===== config.mk =====
export PLATFORM = sky130hd
export DESIGN_NAME = arbiter_2to1
export DESIGN_NICKNAME = d
export VERILOG_FILES = /design/src/rtl/arbiter_2to1.sv
export SDC_FILE = /design/constraint.sdc
export NUM_CORES = 2
export LEC_CHECK = 0
export ABC_AREA = 1
export ABC_CLOCK_PERIOD_IN_PS = 22600
export BUFFER_PORTS_ARGS = -buffer_cell sky130_fd_sc_hd__buf_2
export CORE_AREA = 2 2 712 714
export CTS_CLUSTER_DIAMETER = 30
export CTS_CLUSTER_SIZE = 16
export DETAILED_ROUTE_END_ITERATION = 10
export DIE_AREA = 0 0 714 716
export GPL_TIMING_DRIVEN = 1
export SYNTH_ARGS = -nofsm -noshare
export SYNTH_HDL_FRONTEND = slang
export SYNTH_SLANG_ARGS = --single-unit

===== constraint.sdc =====
create_clock -name clk -period 22.6 [get_ports clk]
set_clock_uncertainty 0.2 [all_clocks]
set_input_delay 1.13 -clock clk [delete_from_list [all_inputs] [get_ports clk]]
set_output_delay 1.13 -clock clk [all_outputs]
set_load 0.1 [all_outputs]

===== src/rtl/arbiter_2to1.sv =====
// Packet-aware 2:1 NoC flit arbiter: round-robin between two sources at packet
// boundaries, never interleaving packets, with a single registered output stage.
module arbiter_2to1 #(
   parameter int unsigned NOC_WIDTH = 600
) (
   input  logic                 clk,
   input  logic                 reset,
   input  logic [NOC_WIDTH-1:0] i_data1_in,
   input  logic                 i_valid1_in,
   output logic                 i_ready1_out,
   input  logic [NOC_WIDTH-1:0] i_data2_in,
   input  logic                 i_valid2_in,
   output logic                 i_ready2_out,
   output logic [NOC_WIDTH-1:0] o_data_out,
   output logic                 o_valid_out,
   input  logic                 o_ready_in
);

   localparam int unsigned HEAD_BIT = NOC_WIDTH - 2;
   localparam int unsigned TAIL_0   = NOC_WIDTH - 3;
   localparam int unsigned TAIL_1   = (3 * NOC_WIDTH) / 4 - 3;
   localparam int unsigned TAIL_2   = NOC_WIDTH / 2 - 3;
   localparam int unsigned TAIL_3   = NOC_WIDTH / 4 - 3;

   typedef enum logic [1:0] {
      S_IDLE  = 2'd0,
      S_LOCK1 = 2'd1,
      S_LOCK2 = 2'd2
   } state_t;

   state_t               r_state;
   state_t               w_state_nxt;
   logic                 r_last2;
   logic                 w_last2_nxt;
   logic                 r_valid;
   logic [NOC_WIDTH-1:0] r_data;

   logic                 w_load_en;
   logic                 w_grant1;
   logic                 w_grant2;
   logic                 w_xfer1;
   logic                 w_xfer2;
   logic                 w_xfer;
   logic                 w_head;
   logic                 w_tail;
   logic [NOC_WIDTH-1:0] w_word;

   // State register; r_last2 high means source 2 was served last.
   always_ff @(posedge clk or posedge reset) begin
      if (reset) begin
         r_state <= S_IDLE;
         r_last2 <= 1'b1;
      end else begin
         r_state <= w_state_nxt;
         r_last2 <= w_last2_nxt;
      end
   end

   // Grant: locked source owns the port; otherwise round-robin on ties.
   always_comb begin
      w_grant1 = 1'b0;
      w_grant2 = 1'b0;
      case (r_state)
         S_LOCK1: w_grant1 = 1'b1;
         S_LOCK2: w_grant2 = 1'b1;
         default: begin
            w_grant1 = i_valid1_in && (!i_valid2_in || r_last2);
            w_grant2 = i_valid2_in && (!i_valid1_in || !r_last2);
         end
      endcase
   end

   assign w_load_en    = !r_valid || o_ready_in;
   assign i_ready1_out = w_grant1 && w_load_en;
   assign i_ready2_out = w_grant2 && w_load_en;
   assign w_xfer1      = i_valid1_in && i_ready1_out;
   assign w_xfer2      = i_valid2_in && i_ready2_out;
   assign w_xfer       = w_xfer1 || w_xfer2;
   assign w_word       = w_xfer2 ? i_data2_in : i_data1_in;
   assign w_head       = w_word[HEAD_BIT];
   assign w_tail       = w_word[TAIL_0] | w_word[TAIL_1] | w_word[TAIL_2] | w_word[TAIL_3];

   // Next state: lock on a head in IDLE, release on any tail.
   always_comb begin
      w_state_nxt = r_state;
      w_last2_nxt = r_last2;
      if (w_xfer) begin
         if (w_tail) begin
            w_state_nxt = S_IDLE;
            w_last2_nxt = w_xfer2;
         end else if (w_head && (r_state == S_IDLE)) begin
            w_state_nxt = w_xfer2 ? S_LOCK2 : S_LOCK1;
         end
      end
   end

   // Output register: load on transfer, drain when the fabric accepts.
   always_ff @(posedge clk or posedge reset) begin
      if (reset) begin
         r_valid <= 1'b0;
         r_data  <= '0;
      end else if (w_load_en) begin
         r_valid <= w_xfer;
         if (w_xfer) begin
            r_data <= w_word;
         end
      end
   end

   assign o_valid_out = r_valid;
   assign o_data_out  = r_data;

endmodule


==> summary.txt <==
Setup path
  – Most repeated library cell on the critical path: buf_4
  – Slowest library cell on the worst path: buf_4
  – Critical path buffer and inverter count: 7
  – Category of the critical setup timing path: flop to flop
  – Req. time, crit path: 23.21 ns
  – Crit path DAT: 7.12 ns
  – Cell family with the largest share of critical-path delay: buffers and inverters
  – CP startpoint kind: flop
  – Longest individual stage delay on the worst path: 0.83 ns
  – Worst-path fanout max: 160
  – Series of cell instances along the critical path: inv_1 -> ha_1 -> nand2_1 -> nand2_1 -> inv_2 -> nand3_4 -> nand2_8 -> buf_12 -> buf_4 -> buf_4 -> buf_4 -> buf_4 -> nor2_1 -> a31oi_1
  – Endpoint type of the worst setup path: flop

Synthesis
  – Top flip-flop cell by instance count after synthesis: dfrtp_1
  – Number of register bits inferred by synthesis: 604
  – Yosys cell types: 20
  – YS warnings: 0
  – Total nets after synthesis: 4,533
  – Share of the synthesized area in the top cell type: 0.554
  – Synth area leader: dfrtp_1
  – Number of enable flip-flop cells after synthesis: 0
  – Async set-or-reset flop fraction in the synthesized netlist: 1.00
  – Synthesized instance count: 3,325
  – Avg Cell Area, Syn: 8.19 sq um
  – Summed instance area of the synthesized netlist: 27,200 sq um
  – Leading post-synthesis cells by instance count: nand2_1 (1,217), nor2_1 (605), dfrtp_1 (603)
  – Sequential fraction of the synthesis area: 0.555
  – Leading cell types by total area after synthesis: dfrtp_1 (55%), nand2_1 (17%), a31oi_1 (14%)
  – Most common cell in the netlist: nand2_1

Clock tree
  – Clock-pin slew of the registers on the worst-case setup and hold paths: 0.05 ns
  – Post-CTS setup buffers: 0
  – Number of H-tree branching levels: 4
  – Clock latency reported for the late side of the worst-skew pair: 0.88 ns
  – Clock tree from TritonCTS: built
  – Clock buffer depth: 4
  – Resized Gates After CTS: 0
  – TritonCTS Buffers: 211
  – Clock sinks: 604
  – # hold bufs at CTS: 0
  – Cell at the root of the clock tree: clkbuf_16

Routing
  – WL per Instance: 33.4 microns
  – Iteration count of the initial detailed-routing pass: 6
  – DRC errors left: 0
  – Number of routed nets with antenna violations: 0
  – Vias/cell: 2.97
  – Number of DRC markers in iteration 0: 3,247
  – Sum of routed wire length over all layers: 405,000 microns
  – Total number of vias: 35,889

Layout
  – Number of nets in the finished design: 6,326
  – Number of standard cells in the final layout excluding fillers: 12,096
  – Layout Area Growth over Synthesis: 89.1%
  – Proportion of layout cells with a drive suffix above 1: 0.417
  – Core Util, Final: 0.102

Global route
  – Total global-route track usage: 0.151
  – Overflow left after global routing: 0
  – Largest net degree at the start of global routing: 210
  – Via count of the first global-routing pass: 33,580
  – Antenna violations before repair: 391
  – Wire length of the first global-routing pass: 474,000 microns

Timing
  – Number of hold violations in the final report: 0
  – Max-slew violation total from the final report: 0
  – Setup repair after global routing missed its margin: false
  – Final total negative setup slack: 0 ns
  – Fmax achieved: 0.153 GHz
  – Time the final worst path needs with I/O delays and setup: 6.52 ns
  – Slew margin rel.: 0.206
  – Final critical-path share of the clock period: 0.288
  – Final count of negative-setup-slack endpoints: 0
  – Slew of the pin with the lowest slew margin: 1.20 ns
  – Minimum setup slack in the final design: 16.08 ns
  – Worst hold-check slack: 0.0830 ns

Placement
  – Half-perimeter wire length after detailed placement: 360,000 microns
  – Last weighted congestion value of the routability-driven placer: 1.20
  – Setup slack after placement: 15.46 ns
  – Count of input and output buffers: 1,807
  – Placed Cells incl. Taps: 11,611

Floorplanning
  – Row Count: 261
  – Horizontal extent of the die: 714 microns
  – Core area: 504,000 sq um
  – Die area: 511,000 sq um
  – Top-level port count: 1,808
  – DIE HEIGHT: 716 microns
  – Starting density of the core: 0.0541

Hold path
  – Hold Crit Class: input port to asynchronous set/reset pin

Pwr
  – PD cells: 243 nW/um^2
  – Largest vdd supply drop: 0.172 mV
  – Leakage component of the power: 0.0221 uW

Run status
  – Outcome: completed

Flow run
  – Max capacitance violation total: 0
==> report_power, final <==
group,switching (uW),internal (uW)
logic,6560,822
registers,360,1620
clock network,945,2200
==> per-stage QoR <==
step / total power, uW / cell area (sq um)
floorplan: 6730 / 27200
global placement: 9430 / 43700
detailed placement: 9440 / 43700
CTS: 12600 / 51200
global route: 13000 / 51400
finish: 12500 / 51500
==> area by class of cell <==
type                       count  area [sq um]
antenna                      113           283
clock buffer                 276          5900
clock inverter                96          1580
fill                       58835        452000
inverter                      15          71.3
multi-input combinational   2440         10700
sequential                   604         15100
tap                         6706          8390
timing repair buffer        1846          9410
==> state kept, by name, indices dropped and copies added (netlist names) <==
name,count
o_data_out,600
r_state,2
o_valid_out,1
r_last2,1
==> cells by family after synthesis <==
group / count (synthesis) / synth area share
flip-flops: 604 / 0.555
buffers and inverters: 281 / 0.0509
adder cells (fa/ha/maj): 3 / 0.00138
AO/OA/AOI/OAI: 601 / 0.138
AND/OR/NAND/NOR: 1836 / 0.255
==> path summary, 6_finish.rpt <==
path | start | to | slack, ns | depth (start not counted)
min in group clk | i_data1_in[501] | o_data_out[501]$_DFFE_PP0P_ | 0.30 | 3
max in group asynchronous | reset | o_data_out[408]$_DFFE_PP0P_ | 17.84 | 7
setup / recovery | r_state[0]$_DFFE_PP0P_ | o_data_out[488]$_DFFE_PP0P_ | 16.08 | 14
setup reg to reg | r_state[0]$_DFFE_PP0P_ | o_data_out[488]$_DFFE_PP0P_ | 16.08 | 14
hold reg to reg | o_data_out[598]$_DFFE_PP0P_ | o_data_out[598]$_DFFE_PP0P_ | 0.31 | 2
hold / removal | reset | o_data_out[275]$_DFFE_PP0P_ | 0.08 | 2
==> placed cells by master, fill, tap and decap left out, types with 2 or more instances in the layout <==
cell and count:
clkbuf_8 38, dfrtp_1 603, inv_1 11, buf_12 4
clkbuf_1 27, clkinvlp_4 5, clkinv_16 7, buf_4 43
a31oi_1 599, clkinv_8 2, inv_8 2, clkbuf_16 211
bufinv_16 34, buf_2 1799, inv_2 2, clkinv_4 2
diode_2 113, clkinv_2 43, nand3_1 5, nand4_1 4
nand2_1 1217, inv_16 2, nor2_1 605, ha_1 3
==> worst register-to-register path, stage by stage, from the launching register on <==
cell     delay (ns)
dfrtp_1        0.36
inv_1          0.07
ha_1           0.33
nand2_1        0.08
nand2_1        0.06
inv_2          0.13
nand3_4        0.49
nand2_8        0.60
buf_12         0.54
buf_4          0.93
buf_4          0.80
buf_4          0.59
buf_4          0.88
nor2_1         0.21
a31oi_1        0.19
==> layer usage <==
layer  GRT usage  up-vias  routed length (microns)
met5           0        -                     1310
li1            -    14892                        -
met3       0.132     1061                    79900
met1       0.153    17075                   137000
met2       0.217     2697                   163000
met4      0.0697      164                    23700
No activity file was read; power rests on OpenSTA's default activity.
